--- src/rtl/hight_axi_lite_ctrl.sv ---
// AXI4-Lite register front-end for a HIGHT block cipher core: key/data/result registers, START/DONE handshake.
// Optional level interrupt (DONE & CTRL.IE) is built when the macro HIGHT_IRQ_EN is defined.
module hight_axi_lite_ctrl #(
  parameter int C_S_AXI_DATA_WIDTH = 32,
  parameter int C_S_AXI_ADDR_WIDTH = 6
) (
  input  logic                            S_AXI_ACLK,
  input  logic                            S_AXI_ARESETN,
  input  logic [C_S_AXI_ADDR_WIDTH-1:0]   S_AXI_AWADDR,
  input  logic [2:0]                      S_AXI_AWPROT,
  input  logic                            S_AXI_AWVALID,
  output logic                            S_AXI_AWREADY,
  input  logic [C_S_AXI_DATA_WIDTH-1:0]   S_AXI_WDATA,
  input  logic [C_S_AXI_DATA_WIDTH/8-1:0] S_AXI_WSTRB,
  input  logic                            S_AXI_WVALID,
  output logic                            S_AXI_WREADY,
  output logic [1:0]                      S_AXI_BRESP,
  output logic                            S_AXI_BVALID,
  input  logic                            S_AXI_BREADY,
  input  logic [C_S_AXI_ADDR_WIDTH-1:0]   S_AXI_ARADDR,
  input  logic [2:0]                      S_AXI_ARPROT,
  input  logic                            S_AXI_ARVALID,
  output logic                            S_AXI_ARREADY,
  output logic [C_S_AXI_DATA_WIDTH-1:0]   S_AXI_RDATA,
  output logic [1:0]                      S_AXI_RRESP,
  output logic                            S_AXI_RVALID,
  input  logic                            S_AXI_RREADY,
  output logic                            core_start,
  output logic                            core_dec,
  output logic [127:0]                    core_key,
  output logic [63:0]                     core_din,
  input  logic [63:0]                     core_dout,
  input  logic                            core_done
`ifdef HIGHT_IRQ_EN
  ,
  output logic                            irq
`endif
);

  typedef enum logic [0:0] {ST_IDLE = 1'b0, ST_RUN = 1'b1} state_t;

  state_t      r_state, w_state_nxt;
  logic        r_awready, r_bvalid, r_arready, r_rvalid;
  logic [31:0] r_rdata, w_rd_data;
  logic        r_start, r_dec, r_done;
  logic [31:0] r_key0, r_key1, r_key2, r_key3, r_din0, r_din1, r_dout0, r_dout1;
  logic        w_wr_acc, w_rd_acc, w_idle, w_start_acc, w_core_fin, w_done_w1c, w_ie;
  logic [3:0]  w_wr_idx, w_rd_idx;
  logic        w_unused;

  function automatic logic [31:0] apply_strb(input logic [31:0] old_v, input logic [31:0] new_v,
                                             input logic [3:0] strb);
    logic [31:0] res;
    for (int b = 0; b < 4; b++) begin
      res[8*b +: 8] = strb[b] ? new_v[8*b +: 8] : old_v[8*b +: 8];
    end
    return res;
  endfunction

  // Ready is raised one cycle after both valids are seen, so the handshake cycle is the acceptance cycle.
  assign w_wr_acc    = r_awready & S_AXI_AWVALID & S_AXI_WVALID;
  assign w_rd_acc    = r_arready & S_AXI_ARVALID;
  assign w_wr_idx    = S_AXI_AWADDR[5:2];
  assign w_rd_idx    = S_AXI_ARADDR[5:2];
  assign w_idle      = (r_state == ST_IDLE);
  assign w_start_acc = w_wr_acc & w_idle & (w_wr_idx == 4'd0) & S_AXI_WSTRB[0] & S_AXI_WDATA[0];
  assign w_core_fin  = (r_state == ST_RUN) & core_done;
  assign w_done_w1c  = w_wr_acc & (w_wr_idx == 4'd1) & S_AXI_WSTRB[0] & S_AXI_WDATA[1];
  assign w_unused    = ^{S_AXI_AWPROT, S_AXI_ARPROT, S_AXI_AWADDR, S_AXI_ARADDR};

  assign S_AXI_AWREADY = r_awready;
  assign S_AXI_WREADY  = r_awready;
  assign S_AXI_BVALID  = r_bvalid;
  assign S_AXI_BRESP   = 2'b00;
  assign S_AXI_ARREADY = r_arready;
  assign S_AXI_RVALID  = r_rvalid;
  assign S_AXI_RDATA   = r_rdata;
  assign S_AXI_RRESP   = 2'b00;
  assign core_start    = r_start;
  assign core_dec      = r_dec;
  assign core_key      = {r_key3, r_key2, r_key1, r_key0};
  assign core_din      = {r_din1, r_din0};

  // FSM state register
  always_ff @(posedge S_AXI_ACLK or negedge S_AXI_ARESETN) begin
    if (!S_AXI_ARESETN) begin
      r_state <= ST_IDLE;
    end else begin
      r_state <= w_state_nxt;
    end
  end

  // FSM next state
  always_comb begin
    w_state_nxt = r_state;
    case (r_state)
      ST_IDLE: begin
        if (w_start_acc) w_state_nxt = ST_RUN;
        else             w_state_nxt = ST_IDLE;
      end
      ST_RUN: begin
        if (core_done) w_state_nxt = ST_IDLE;
        else           w_state_nxt = ST_RUN;
      end
      default: w_state_nxt = ST_IDLE;
    endcase
  end

  // AXI handshake and response channels
  always_ff @(posedge S_AXI_ACLK or negedge S_AXI_ARESETN) begin
    if (!S_AXI_ARESETN) begin
      r_awready <= 1'b0;
      r_bvalid  <= 1'b0;
      r_arready <= 1'b0;
      r_rvalid  <= 1'b0;
      r_rdata   <= 32'd0;
    end else begin
      r_awready <= ~r_awready & S_AXI_AWVALID & S_AXI_WVALID & ~r_bvalid;
      r_arready <= ~r_arready & S_AXI_ARVALID & ~r_rvalid;
      if (w_wr_acc)          r_bvalid <= 1'b1;
      else if (S_AXI_BREADY) r_bvalid <= 1'b0;
      else                   r_bvalid <= r_bvalid;
      if (w_rd_acc) begin
        r_rvalid <= 1'b1;
        r_rdata  <= w_rd_data;
      end else if (S_AXI_RREADY) begin
        r_rvalid <= 1'b0;
      end else begin
        r_rvalid <= r_rvalid;
      end
    end
  end

  // Read data mux
  always_comb begin
    w_rd_data = 32'd0;
    case (w_rd_idx)
      4'd0:    w_rd_data = {29'd0, w_ie, r_dec, 1'b0};
      4'd1:    w_rd_data = {30'd0, r_done, ~w_idle};
      4'd2:    w_rd_data = r_key0;
      4'd3:    w_rd_data = r_key1;
      4'd4:    w_rd_data = r_key2;
      4'd5:    w_rd_data = r_key3;
      4'd6:    w_rd_data = r_din0;
      4'd7:    w_rd_data = r_din1;
      4'd8:    w_rd_data = r_dout0;
      4'd9:    w_rd_data = r_dout1;
      default: w_rd_data = 32'd0;
    endcase
  end

  // Control, operand and result registers; operands are frozen while the core runs
  always_ff @(posedge S_AXI_ACLK or negedge S_AXI_ARESETN) begin
    if (!S_AXI_ARESETN) begin
      r_start <= 1'b0;
      r_dec   <= 1'b0;
      r_done  <= 1'b0;
      r_key0  <= 32'd0;
      r_key1  <= 32'd0;
      r_key2  <= 32'd0;
      r_key3  <= 32'd0;
      r_din0  <= 32'd0;
      r_din1  <= 32'd0;
      r_dout0 <= 32'd0;
      r_dout1 <= 32'd0;
    end else begin
      r_start <= w_start_acc;
      if (w_wr_acc && w_idle) begin
        case (w_wr_idx)
          4'd0:    if (S_AXI_WSTRB[0]) r_dec <= S_AXI_WDATA[1];
          4'd2:    r_key0 <= apply_strb(r_key0, S_AXI_WDATA, S_AXI_WSTRB);
          4'd3:    r_key1 <= apply_strb(r_key1, S_AXI_WDATA, S_AXI_WSTRB);
          4'd4:    r_key2 <= apply_strb(r_key2, S_AXI_WDATA, S_AXI_WSTRB);
          4'd5:    r_key3 <= apply_strb(r_key3, S_AXI_WDATA, S_AXI_WSTRB);
          4'd6:    r_din0 <= apply_strb(r_din0, S_AXI_WDATA, S_AXI_WSTRB);
          4'd7:    r_din1 <= apply_strb(r_din1, S_AXI_WDATA, S_AXI_WSTRB);
          default: ;
        endcase
      end
      if (w_core_fin) begin
        r_dout0 <= core_dout[31:0];
        r_dout1 <= core_dout[63:32];
      end
      // A completion outranks a same-cycle W1C; START only happens in IDLE so it never meets a completion.
      if (w_core_fin)                    r_done <= 1'b1;
      else if (w_start_acc || w_done_w1c) r_done <= 1'b0;
      else                               r_done <= r_done;
    end
  end

`ifdef HIGHT_IRQ_EN
  logic r_ie, r_irq;
  assign w_ie = r_ie;
  assign irq  = r_irq;

  // Interrupt enable (writable in any state) and registered interrupt level
  always_ff @(posedge S_AXI_ACLK or negedge S_AXI_ARESETN) begin
    if (!S_AXI_ARESETN) begin
      r_ie  <= 1'b0;
      r_irq <= 1'b0;
    end else begin
      if (w_wr_acc && (w_wr_idx == 4'd0) && S_AXI_WSTRB[0]) r_ie <= S_AXI_WDATA[2];
      else                                                  r_ie <= r_ie;
      r_irq <= r_done & r_ie;
    end
  end
`else
  assign w_ie = 1'b0;
`endif

endmodule

--- config.mk ---
export PLATFORM = sky130hd
export DESIGN_NAME = hight_axi_lite_ctrl
export DESIGN_NICKNAME = d
export VERILOG_FILES = /design/src/rtl/hight_axi_lite_ctrl.sv
export SDC_FILE = /design/constraint.sdc
export NUM_CORES = 1
export LEC_CHECK = 0
export BUFFER_PORTS_ARGS = -buffer_cell sky130_fd_sc_hd__buf_2
export CORE_MARGIN = 2
export CORE_UTILIZATION = 52
export CTS_CLUSTER_SIZE = 28
export DETAILED_ROUTE_END_ITERATION = 8
export MAX_ROUTING_LAYER = met4
export PLACE_DENSITY = 0.79
export SLEW_MARGIN = 30
export SYNTH_ARGS = -nofsm -noshare
export SYNTH_HDL_FRONTEND = slang
export SYNTH_SLANG_ARGS = --single-unit
--- constraint.sdc ---
create_clock -name S_AXI_ACLK -period 2.1 [get_ports S_AXI_ACLK]
set_input_delay 0.42 -clock S_AXI_ACLK [delete_from_list [all_inputs] [get_ports S_AXI_ACLK]]
set_output_delay 0.42 -clock S_AXI_ACLK [all_outputs]
set_load 0.1 [all_outputs]
---- Yosys cells after proc, flatten, opt, wreduce, memory -nomap -nowiden ----
Index checks and enable logic that the tools add are counted.
operators by class
  muxes and demuxes ....................... 10
  bitwise logic cells ..................... 21
  equal/unequal tests ..................... 16
  reductions and logical operators ........ 32
operators by type and width
  operator            count
  $pmux 32 s10        1
  $reduce_and 3->1    25
  $eq 4x3->1 const B  8
  $and 1x1->1         16
  $eq 4x2->1 const B  4
  $eq 4x1->1 const B  2
  $eq 4x4->1 const B  2
  $logic_not 4->1     2
  $mux 1              8
  $reduce_bool 2->1   3
  $not 1->1           5
  $pmux 1 s2          1
  $logic_and 1x1->1   1
  $logic_or 1x1->1    1
storage, ports and cells
  bits of input ports ..................... 126
  output and inout port bits .............. 235
  register bits after elaboration ......... 296

---- Longest topological paths before layout ----
  word-level depth ........................ 9
  gate-level depth with buffers ........... 6
  gate-level depth less buffers ........... 4

---- Least setup slack after synthesis ----
No wires, ideal clock.
  path type ............................... register to register
  from .................................... reg r_awready, in the netlist S_AXI_AWREADY
  to ...................................... reg r_key3[10]
  clock period less this slack ............ 2.268 ns
  arrival time ............................ 2.139 ns
  cell stages (with the launch flop) ...... 6
  path slack .............................. -0.168 ns
  cell sequence ........................... dfrtp_1 and4b_1 and2_1 clkbuf_1 nand2_1 mux2_1
on the way
  word-level cells in the longest chain between the ends .. 4
RTL lines
  item                        RTL line  text
  start: declaration          43        logic r_awready, r_bvalid, r_arready, r_rvalid;
  start signal: assignment    118       r_awready <= ~r_awready & S_AXI_AWVALID & S_AXI_WVALID & ~r_bvalid;
  $and 1x1->1 (2 in a row)    61        assign w_wr_acc = r_awready & S_AXI_AWVALID & S_AXI_WVALID;
  $logic_and 1x1->1           168       if (w_wr_acc && w_idle) begin
  $reduce_and 3->1 (no line)  n/a
  end signal: assignment      174       4'd5: r_key3 <= apply_strb(r_key3, S_AXI_WDATA, S_AXI_WSTRB);
  end: declaration            46        logic [31:0] r_key0, r_key1, r_key2, r_key3, r_din0, r_din1, r_dout0, r_dout1;
Every way passes these cells.
A chain may end at the register's enable or synchronous reset.

---- Worst setup path in the final report ----
  from .................................... reg r_state
  to ...................................... reg r_key1[31]
on the way
  word-level cells in the longest chain between the ends .. 3
RTL lines
  item                        RTL line  text
  start: declaration          42        state_t r_state, w_state_nxt;
  start signal: assignment    89        r_state <= w_state_nxt;
  $not 1->1                   n/a
  $logic_and 1x1->1           168
  $reduce_and 3->1 (no line)  n/a
  end signal: assignment      172       4'd3: r_key1 <= apply_strb(r_key1, S_AXI_WDATA, S_AXI_WSTRB);
  end: declaration            46
Every way passes these cells.

==> flow_metrics.env <==
export IMPL_status="complete, no violations"
export IMPL_end_kind="flip-flop"
export IMPL_p_sw_share_pct=29.36
export IMPL_cts_root_buffer="clkbuf_16"
export IMPL_period_minus_slack_ns=2.017
export IMPL_cp_start_kind="flip-flop"
export IMPL_io_buffers=346
export IMPL_fin_area_um2=16330
export IMPL_crit_path_max_fanout=8
export IMPL_r2r_end="r_key1[31]"
export IMPL_grt_pass1_vias=10421
export IMPL_vias=9763
export IMPL_utilization_pct=69.57
export IMPL_core_um2=23470
export IMPL_wl_um=39470
export IMPL_worst_pin_slew_ns=0.6318
export IMPL_first_iter_violations=713
export IMPL_ys_types=35
export IMPL_power_leakage_nw=8.900
export IMPL_track_usage_pct=31.78
export IMPL_dp_hpwl_um=26150
export IMPL_syn_avg_cell_area_um2=14.28
export IMPL_cts_clk_slew_worst_paths_ns=0.06
export IMPL_critPathSlowestCell="and4b_1"
export IMPL_synth_warnings=0
export IMPL_layout_worst_path_cycle_share_pct=96.02
export IMPL_maxSlewHeadroom_pct=57.88
export IMPL_rows=56
export IMPL_power_switching_mw=4.256
export IMPL_p_int_mw=10.24
export IMPL_pwr_share_seq_pct=41.8
export IMPL_finalClockSkew_ns=0.007706
export IMPL_drc=0
export IMPL_initial_core_util_pct=53.11
export IMPL_setup_viol=0
export IMPL_cp_cell_sequence="and4b_1 -> and2_1 -> nand2_1 -> mux2_2"
export IMPL_placed_area_um2=15100
export IMPL_syn_to_final_growth_pct=31.01
export IMPL_synthCells=873
export IMPL_p_comb_share_pct=15.3
export IMPL_synth_main_ff_cell="dfrtp_1"
export IMPL_grt_first_pass_wirelength_um=60310
export IMPL_drv_slew=0
export IMPL_r2r_cells=4
export IMPL_r2r_setup_slack_ns=0.08
export IMPL_final_nets=1392
export IMPL_critPathMaxStageDelay_ns=0.46
export IMPL_cts_buffer_depth=3
export IMPL_cts_made_buffers=34
export IMPL_cp_endpoint="r_key1[31]"
export IMPL_hold_viol=0
export IMPL_drive_above_1_share_pct=52.59
export IMPL_synth_edf_count=0
export IMPL_crit_start="r_state"
export IMPL_gp_congestion=0.8707
export IMPL_fmax_mhz=495.9
export IMPL_worst_ep_arrival_time_ns=2.39
export IMPL_overflow=0
export IMPL_clock_latency_ns=0.49
export IMPL_grt_max_degree=57
export IMPL_ys_seq_area_share_pct=59.42
export IMPL_clock_sinks=296
export IMPL_rsz0062_at_grt="no"
export IMPL_die_y_um=158.8
export IMPL_cap_violations=0
export IMPL_drtPass1Iterations=5
export IMPL_wl_per_cell_um=24.44
export IMPL_clock_power_share_pct=42.9
export IMPL_antenna_found_initial=5
export IMPL_critical_path_class="reg -> reg"
export IMPL_syn_cell_area_um2=12470
export IMPL_synth_seq_cells=296
export IMPL_worstReg2RegStart="r_state"
export IMPL_holdCritPathClass="in -> reg"
export IMPL_p_per_area_nw_per_um2=887.7
export IMPL_fp_dieArea_um2=25230
export IMPL_ant_nets=0
export IMPL_cts_tree="yes"
export IMPL_vdd_ir_drop_max_mv=0.6086
export IMPL_crit_required_ns=2.48
export IMPL_async_flop_share_pct=100.0
export IMPL_die_w_um=158.8
export IMPL_fillerInstances=1615
export IMPL_ios=361
export IMPL_htreeDepth=2
export IMPL_viasPerCell=6.045
## synth_stat cells, types with 2 or more instances
master    count  area, um2
nor3_1        4      20.02
mux2i_1       3      30.03
nand2b_1      5      31.28
dfrtp_1     296       7407
a22oi_1     122      915.9
o21ai_0       4      20.02
and2_1        4      25.02
and4b_1       2      20.02
inv_1         3      11.26
buf_4         6      45.04
nand3_1       2      10.01
nand2_1      31      116.4
clkbuf_1     22      82.58
mux4_2        2      45.04
mux2_2      203       2286
nor2b_1       2      12.51
a22o_1       31      271.5
nor2_1        5      18.77
buf_2        23      115.1
nor4b_2       3      45.04
mux2_1       54      608.1
and4bb_1      2      25.02
nand4_1      32      200.2
## placed cells by master, fill, tap and decap left out, drive strengths merged, types with 4 or more instances in the layout
cell type	netlist	layout
mux2	257	257
a22o	31	31
nor4b	4	4
buf	29	404
clkbuf	22	51
a22oi	122	122
clkinv	0	6
o21ai	4	4
nand2b	5	5
nand2	31	31
nor2	5	5
dfrtp	296	296
and2	4	4
diode	0	5
conb	1	4
nor3	4	4
nand4	32	32
## cells by family (layout without fill, tap and decap cells)
| group | after synthesis | count (layout) | synth area share (%) |
|---|---|---|---|
| simple gates | 98 | 98 | 4.677 |
| buf+inv | 54 | 469 | 2.038 |
| mux | 262 | 262 | 23.82 |
| compound gates | 162 | 162 | 10.02 |
| other cells | 1 | 9 | 0.03008 |
| flops | 296 | 296 | 59.42 |
## worst min-delay path by stage
| stage | from | endpoint | slack (ns) | cells past startpoint |
|---|---|---|---|---|
| floorplan | S_AXI_ARESETN | S_AXI_ARREADY | 0.12 | 0 |
| global placement | S_AXI_ARESETN | r_dout1[24] | 0.39 | 1 |
| detailed placement | S_AXI_ARESETN | r_key1[24] | 0.39 | 1 |
| CTS | S_AXI_BREADY | S_AXI_BVALID | 0.10 | 2 |
| global route | S_AXI_RREADY | S_AXI_RVALID | 0.12 | 2 |
| finish | S_AXI_BREADY | S_AXI_BVALID | 0.11 | 2 |
## layout make-up
| type | instances | area, um2 | area share (%) |
|---|---|---|---|
| Timing Repair Buffer | 405 | 2407 | 14.74 |
| Antenna cell | 5 | 12.51 | 0.07662 |
| Clock buffer | 51 | 1079 | 6.604 |
| Tap cell | 319 | 399.1 | 2.444 |
| Multi-Input combinational cell | 526 | 4886 | 29.92 |
| Sequential cell | 296 | 7408 | 45.36 |
| Inverter | 3 | 11.26 | 0.06895 |
| Clock inverter | 10 | 127.6 | 0.7815 |
## worst max-delay path, delay by kind of cell, from the launching register on
kind	cells	cell delay, ns
and+or+nand+nor	3	1.07
DFF	1	0.43
muxes	1	0.39
## per-layer routing
layer / wire length (um) / up-vias / global-route usage (%) / share of wire (%)
li1: - / 4117 / - / -
met1: 15580 / 4922 / 40.37 / 39
met2: 18620 / 593 / 49.40 / 47
met3: 3721 / 131 / 7.759 / 9.4
met4: 1549 / 0 / 12.89 / 3.9
met5: 0 / - / - / 0
## power groups by stage
| stage | Sequential (mW) | Clock (mW) | Combinational, mW |
|---|---|---|---|
| 2_1_floorplan | 7.34 | 0 | 0.330 |
| 3_3_place_gp | 6.15 | 0 | 2.17 |
| 3_5_place_dp | 6.16 | 0 | 2.20 |
| 4_1_cts | 6.06 | 6.28 | 2.21 |
| 5_1_grt | 6.08 | 6.50 | 2.29 |
| 6_report | 6.06 | 6.22 | 2.21 |
## per-stage QoR
| stage | hold WS, ns | setup WS (ns) | total power [mW] | TNS (ns) | instances |
|---|---|---|---|---|---|
| after floorplan | 0.1244 | 0.09050 | 7.669 | 0 | 876 |
| after global placement | 0.3867 | -0.001314 | 8.318 | -0.001314 | 1547 |
| after detailed placement | 0.3905 | 0.03256 | 8.358 | 0 | 1548 |
| after CTS | 0.1004 | 0.09461 | 14.55 | 0 | 1610 |
| after global routing | 0.1169 | 0.01747 | 14.86 | 0 | 1615 |
| final | 0.1145 | 0.08350 | 14.50 | 0 | 1615 |
## state kept, by name (all words and copies together) (netlist names)
name,count
r_din1,32
S_AXI_BVALID,1
S_AXI_RDATA,32
S_AXI_ARREADY,1
r_done,1
core_dec,1
S_AXI_AWREADY,1
core_start,1
r_din0,32
S_AXI_RVALID,1
r_dout0,32
r_key2,32
r_dout1,32
r_key1,32
r_state,1
r_key3,32
r_key0,32
## repair_timing
| action | 4_1_cts | 5_1_grt |
|---|---|---|
| hold buffers | 1 | 0 |
| gates resized for setup | 0 | 1 |
| endpoints found under the hold margin | 47 | 0 |
| setup endpoints to repair | 0 | 2 |
| buffers inserted | 0 | 0 |
No activity file was read; power rests on OpenSTA's default activity.
